===== src/rtl/shift_sequencer.sv =====
// shift_sequencer: round-robin arbiter that steps one requester's word through a shared single-step shifter.
module shift_sequencer #(
  parameter int W  = 8,
  parameter int AW = 3
) (
  input  logic          clk,
  input  logic          rst_n,
  input  logic          req0_valid,
  output logic          req0_ready,
  input  logic [W-1:0]  req0_data,
  input  logic          req0_lr,
  input  logic [AW-1:0] req0_amt,
  input  logic          req1_valid,
  output logic          req1_ready,
  input  logic [W-1:0]  req1_data,
  input  logic          req1_lr,
  input  logic [AW-1:0] req1_amt,
  output logic [W-1:0]  sh_in,
  output logic          sh_lr,
  input  logic [W-1:0]  sh_out,
  output logic          res_valid,
  input  logic          res_ready,
  output logic [W-1:0]  res_data,
  output logic          res_id,
  output logic          busy
);
  typedef enum logic [1:0] {IDLE, RUN, DONE} state_t;
  state_t        state_q, state_d;
  logic [W-1:0]  acc_q, acc_d;
  logic [AW-1:0] cnt_q, cnt_d, amt;
  logic          dir_q, dir_d, id_q, id_d, last_q, last_d;
  logic          g0, g1, take;
  always_comb begin
    g1      = req1_valid & (~req0_valid | ~last_q);
    g0      = req0_valid & ~g1;
    take    = (state_q == IDLE) & (g0 | g1);
    amt     = g1 ? req1_amt : req0_amt;
    state_d = state_q;
    acc_d   = acc_q;
    cnt_d   = cnt_q;
    dir_d   = dir_q;
    id_d    = id_q;
    last_d  = last_q;
    if (take) begin
      acc_d   = g1 ? req1_data : req0_data;
      dir_d   = g1 ? req1_lr : req0_lr;
      cnt_d   = amt;
      id_d    = g1;
      last_d  = g1;
      state_d = (amt != '0) ? RUN : DONE;
    end else if (state_q == RUN) begin
      acc_d   = sh_out;
      cnt_d   = cnt_q - 1'b1;
      state_d = (cnt_q == AW'(1)) ? DONE : RUN;
    end else if (state_q == DONE && res_ready) begin
      state_d = IDLE;
    end
  end
  always_ff @(posedge clk or negedge rst_n) begin
    if (!rst_n) begin
      state_q <= IDLE;
      acc_q   <= '0;
      cnt_q   <= '0;
      dir_q   <= 1'b0;
      id_q    <= 1'b0;
      last_q  <= 1'b1;
    end else begin
      state_q <= state_d;
      acc_q   <= acc_d;
      cnt_q   <= cnt_d;
      dir_q   <= dir_d;
      id_q    <= id_d;
      last_q  <= last_d;
    end
  end
  // readies are gated by rst_n so nothing is offered while reset is held
  assign req0_ready = rst_n & (state_q == IDLE) & g0;
  assign req1_ready = rst_n & (state_q == IDLE) & g1;
  assign sh_in      = acc_q;
  assign sh_lr      = dir_q;
  assign res_valid  = state_q == DONE;
  assign res_data   = acc_q;
  assign res_id     = id_q;
  assign busy       = state_q != IDLE;
endmodule


===== config.mk =====
export PLATFORM = sky130hd
export DESIGN_NAME = shift_sequencer
export DESIGN_NICKNAME = d
export VERILOG_FILES = /design/src/rtl/shift_sequencer.sv
export SDC_FILE = /design/constraint.sdc
export NUM_CORES = 1
export LEC_CHECK = 0
export ABC_CLOCK_PERIOD_IN_PS = 1500
export BUFFER_PORTS_ARGS = -buffer_cell sky130_fd_sc_hd__buf_2
export CORE_UTILIZATION = 35
export CTS_CLUSTER_DIAMETER = 60
export DETAILED_ROUTE_END_ITERATION = 8
export PLACE_DENSITY = 0.74
export SLEW_MARGIN = 20
export SYNTH_ARGS = -nofsm -noshare
export SYNTH_HDL_FRONTEND = slang
export SYNTH_SLANG_ARGS = --single-unit

===== constraint.sdc =====
create_clock -name clk -period 1.5 [get_ports clk]
set_clock_uncertainty 0.15 [all_clocks]
set_input_delay 0.3 -clock clk [delete_from_list [all_inputs] [get_ports clk]]
set_output_delay 0.3 -clock clk [all_outputs]
set_load 0.02 [all_outputs]

; ---- Yosys cells after proc, flatten, opt, wreduce, memory -nomap -nowiden
; Index checks and enable logic that the tools add are counted.
[word_totals]
ff_bits = 16
inputBits = 37
out_inout_bits = 22
[classes]
muxes = 12
n_eq_ne = 3
add_sub_neg = 1
reduce_logical = 6
n_bitwise = 11
[op_table]
columns = operator, n
row1 = 8-bit 2-to-1 mux, 3
row2 = 2-bit 2-to-1 mux, 5
row3 = 3-bit 2-to-1 mux, 3
row4 = 1-bit AND, 6
row5 = 3-bit nonzero test, 2
row6 = 2-bit nonzero test, 2
row7 = 3-bit by 1-bit equality test with 1-bit output (second input constant), 1
row8 = 1-bit inverter, 3
row9 = 3-bit by 1-bit subtractor with 3-bit output (second input constant), 1
row10 = 2-bit by 1-bit equality test with 1-bit output (second input constant), 1
row11 = 2-bit equality test (second input constant), 1
row12 = 2-bit logical NOT, 1
row13 = 1-bit bitwise OR, 2
row14 = 1-bit logical AND, 1
row15 = 1-bit 2-to-1 mux, 1

; ---- Depth between registers and ports, before layout
[logic_depth]
word_depth = 8
ltp_mapped = 5
ltp_nobuf = 5

; ---- Worst setup path after synthesis
; No wires, ideal clock.
[synth_path]
path_kind = reg2out
start = register last_q
end = output req0_ready
path_stages_with_launch = 5
n_path_buf = 2
slack_ps = -102
arrival_ps = 1152
path_cell_list = dfstp_2 > a21boi_2 > buf_6 > buf_12 > nor2_1
[synth_between]
elab_chain_cells = 6
[synth_lines]
columns = item, line_no
row1 = "start, declared", 31  ; logic dir_q, dir_d, id_q, id_d, last_q, last_d;
row2 = "start signal, assigned", 73  ; last_q <= last_d;
row3 = 1-bit inverter, 34  ; g1 = req1_valid & (~req0_valid | ~last_q);
row4 = 1-bit bitwise OR, 34
row5 = 1-bit AND, 34
row6 = 1-bit inverter, 35  ; g0 = req0_valid & ~g1;
row7 = 1-bit AND, 35
row8 = 1-bit AND, 77  ; assign req0_ready = rst_n & (state_q == IDLE) & g0;
row9 = "end, declared", 9  ; output logic req0_ready,
; Every way passes these cells.

; ---- Worst setup path after layout
[layout_path]
start = register state_q[1]
end = output req0_ready
[layout_between]
elab_chain_cells = 3
[layout_lines]
columns = item, line_no
row1 = "start, declared", 28  ; state_t state_q, state_d;
row2 = "start signal, assigned", 68  ; state_q <= state_d;
row3 = 2-bit logical NOT, 77
row4 = 1-bit AND (2 in a row), 77
; Every way passes these cells.

==> out/summary.json <==
{
  "outcome": {"value": "finished, violations left"},
  "violations": {"value": "design-rule violations, negative setup slack"},
  "timing.critical_path.max_delay_family": {"value": "flip-flops"},
  "final_antenna_net_count": {"value": 0},
  "tightestPinTransition": {"value": 0.274, "unit": "ns"},
  "maxSlewHeadroom": {"value": 0.816},
  "placedInstanceArea": {"value": 1420, "unit": "sq um"},
  "crit_path_cell_trace": {"value": "nor2_4 -> nand3_2 -> nor2_4 -> buf_6"},
  "synth-seq-cells": {"value": 16},
  "critical-path-top-cell-by-count": {"value": "nor2_4"},
  "io_pins": {"value": 59},
  "globalplace.congestion": {"value": 0.856},
  "route.final.wire_length": {"value": 3020, "unit": "um"},
  "grt_start_max_net_pins": {"value": 12},
  "reported_max_cap_violation_count": {"value": 0},
  "power.leakage": {"value": 0.000860, "unit": "uW"},
  "placement.io_buffers": {"value": 58},
  "final.setup.worst_slack": {"value": -0.194, "unit": "ns"},
  "synth_top_cells_by_count": {"value": "15 x dfrtp_1, 13 x inv_1, 13 x mux2i_1"},
  "floorplan.initialDensity": {"value": 0.376},
  "synth-edff-count": {"value": 0},
  "drt_first_pass_iters": {"value": 6},
  "numCtsBuffers": {"value": 3},
  "synth_most_common_cell": {"value": "dfrtp_1"},
  "syn_inst": {"value": 103},
  "power_density_over_the_cells": {"value": 1960, "unit": "nW/um^2"},
  "antenna_found_initial": {"value": 0},
  "hold_class": {"value": "in -> reg"},
  "final_cell_area": {"value": 1670, "unit": "sq um"},
  "crit_type": {"value": "reg -> out"},
  "finalHoldViolCount": {"value": 0},
  "core_region": {"value": 2830, "unit": "sq um"},
  "floorplan.rows": {"value": 19},
  "via_count": {"value": 1066},
  "final.min_clock_period": {"value": 1.69, "unit": "ns"},
  "synth.top_cell.area_share": {"value": 0.353},
  "grt_remaining_overflow": {"value": 0},
  "vdd_ir_drop_max": {"value": 0.800, "unit": "mV"},
  "fmax": {"value": 590, "unit": "MHz"},
  "yosys_warnings": {"value": 0},
  "global_route.usage.total": {"value": 0.187},
  "insertion_delay": {"value": 0.29, "unit": "ns"},
  "grt_pass1_vias": {"value": 1100},
  "required_time_of_the_critical_path": {"value": 1.05, "unit": "ns"},
  "timing.setup.tns": {"value": -0.889, "unit": "ns"},
  "synthArstFlopShare": {"value": 1.00},
  "synth_largest_area_cell": {"value": "dfrtp_1"},
  "cts.htree.levels": {"value": 1},
  "cp_slowest_cell": {"value": "dfrtp_1"},
  "crit_arrival": {"value": 1.24, "unit": "ns"},
  "number_of_clock_sinks": {"value": 16},
  "drt-wirelength-per-cell": {"value": 14.3, "unit": "um"},
  "yosysSeqAreaShare": {"value": 0.377},
  "first_pass_grt_wire_length": {"value": 4640, "unit": "um"},
  "cp_slowest_stage_delay": {"value": 0.43, "unit": "ns"},
  "postSynthAreaPerCell": {"value": 10.3, "unit": "sq um"},
  "synthDistinctLibCells": {"value": 34},
  "die-area": {"value": 3270, "unit": "sq um"},
  "first_iter_violations": {"value": 56},
  "ys_dominant_reg_cell": {"value": "dfrtp_1"},
  "synth.cell_area": {"value": 1060, "unit": "sq um"},
  "insertedDiodeCount": {"value": 0},
  "post_layout_power": {"value": 3260, "unit": "uW"},
  "hpwlAfterDp": {"value": 2280, "unit": "um"},
  "cts_buffer_depth": {"value": 2},
  "fillerInstances": {"value": 241},
  "finalCritPeriodShare": {"value": 1.13},
  "setup_repair_after_global_routing_missed_its_margin": {"value": "yes"},
  "whs": {"value": 0.152, "unit": "ns"},
  "worstSetupStartpointType": {"value": "flop"},
  "die-height": {"value": 57.2, "unit": "um"},
  "critical_path.n_buffers_inverters": {"value": 1},
  "slew_violations": {"value": 0},
  "endpoint_kind": {"value": "primary output"},
  "drc_errors": {"value": 7},
  "cts.reportedPaths.clkPinSlew": {"value": 0.10, "unit": "ns"},
  "post_drt_via_cell_ratio": {"value": 5.05},
  "synth.net_count": {"value": 142},
  "clock-root-buffer": {"value": "clkbuf_4"},
  "areaGrowthSynthToFinish": {"value": 56.4, "unit": "%"},
  "tritoncts_clock_tree": {"value": "done"},
  "num-nets-final": {"value": 220},
  "synthTopCellsByArea": {"value": "dfrtp_1 35%, mux2i_1 12%, a221oi_2 7.1%"},
  "timing.final.setup_violations": {"value": 10},
  "drive_gt1_frac": {"value": 0.622},
  "die_span_in_x": {"value": 57.2, "unit": "um"},
  "worstPathMaxFanout": {"value": 5}
}
-- layer usage --
metal / GRT usage / share of wire / vias to the layer above
met2: 0.350 / 0.53 / 47
met4: 0.0801 / 0.025 / 0
met1: 0.205 / 0.38 / 502
li1: - / - / 508
met3: 0.0340 / 0.060 / 9
met5: 0 / 0 / -
-- cells in the final DEF (no fill, tap or decap), types with 3 or more instances in the layout --
master | Yosys | layout
nor2_1 | 11 | 9
buf_2 | 2 | 54
buf_6 | 1 | 16
clkbuf_4 | 0 | 3
buf_4 | 8 | 14
inv_1 | 13 | 13
nor3_1 | 3 | 3
a221oi_2 | 5 | 8
nor2_4 | 1 | 3
dfrtp_1 | 15 | 14
mux2i_1 | 13 | 11
-- cell families after synthesis --
logic type | share of synthesized area
buffers and inverters | 0.157
AND/OR/NAND/NOR | 0.114
AO/OA/AOI/OAI | 0.176
flip-flops | 0.377
multiplexers | 0.143
adder cells (fa/ha/maj) | 0.0235
XOR/XNOR | 0.00823
-- final cells by class --
type	instances	area [sq um]	share of cell area
timing repair buffer	86	586	0.352
multi-input combinational	60	559	0.336
sequential	16	403	0.242
inverter	14	52.6	0.0316
tap	31	38.8	0.0233
clock buffer	4	26.3	0.0158
-- sequential cells by signal (all words and copies together), names as in the netlist --
register,count
res_data,8
sh_lr,1
last_q,1
state_q,2
res_id,1
cnt_q,3
-- what timing repair did --
| action | CTS | global route |
|---|---|---|
| endpoints found under the hold margin | 16 | 0 |
| buffers inserted | 9 | 1 |
| hold buffers | 1 | 0 |
| pin swaps | 10 | 11 |
| endpoints found under the setup margin | 6 | 18 |
| gates resized for setup | 23 | 13 |
-- stage by stage --
stage | util | std cells | setup WS (ns)
global route | 0.589 | 211 | -0.278
detailed placement | 0.500 | 196 | -0.0579
global placement | 0.500 | 196 | -0.00719
CTS | 0.571 | 210 | -0.185
floorplan | - | 103 | -0.0173
finish | 0.589 | 211 | -0.194
-- where the power goes --
group | switching, uW | internal, uW | leakage [uW]
clock | 135 | 103 | 0.0000150
sequential | 158 | 665 | 0.000181
combinational | 1140 | 1060 | 0.000664
total | 1430 | 1820 | 0.000860
-- tightest hold or removal path, stage by stage --
cell	delay [ns]
buf_2	0.09
nor2_1	0.12
a221oi_2	0.04
-- worst paths after layout --
| kind | slack, ns | start | end | cells past startpoint |
|---|---|---|---|---|
| max | -0.19 | state_q[1] | req0_ready | 4 |
| min | 0.15 | sh_out[0] | res_data[0] | 3 |
| max reg2reg | -0.06 | last_q | state_q[0] | 5 |
| min reg2reg | 0.39 | res_id | res_id | 1 |
| max in group asynchronous | 0.45 | rst_n | res_data[5] | 3 |
| min in group asynchronous | 0.31 | rst_n | res_id | 2 |
No activity file was read; power rests on OpenSTA's default activity.
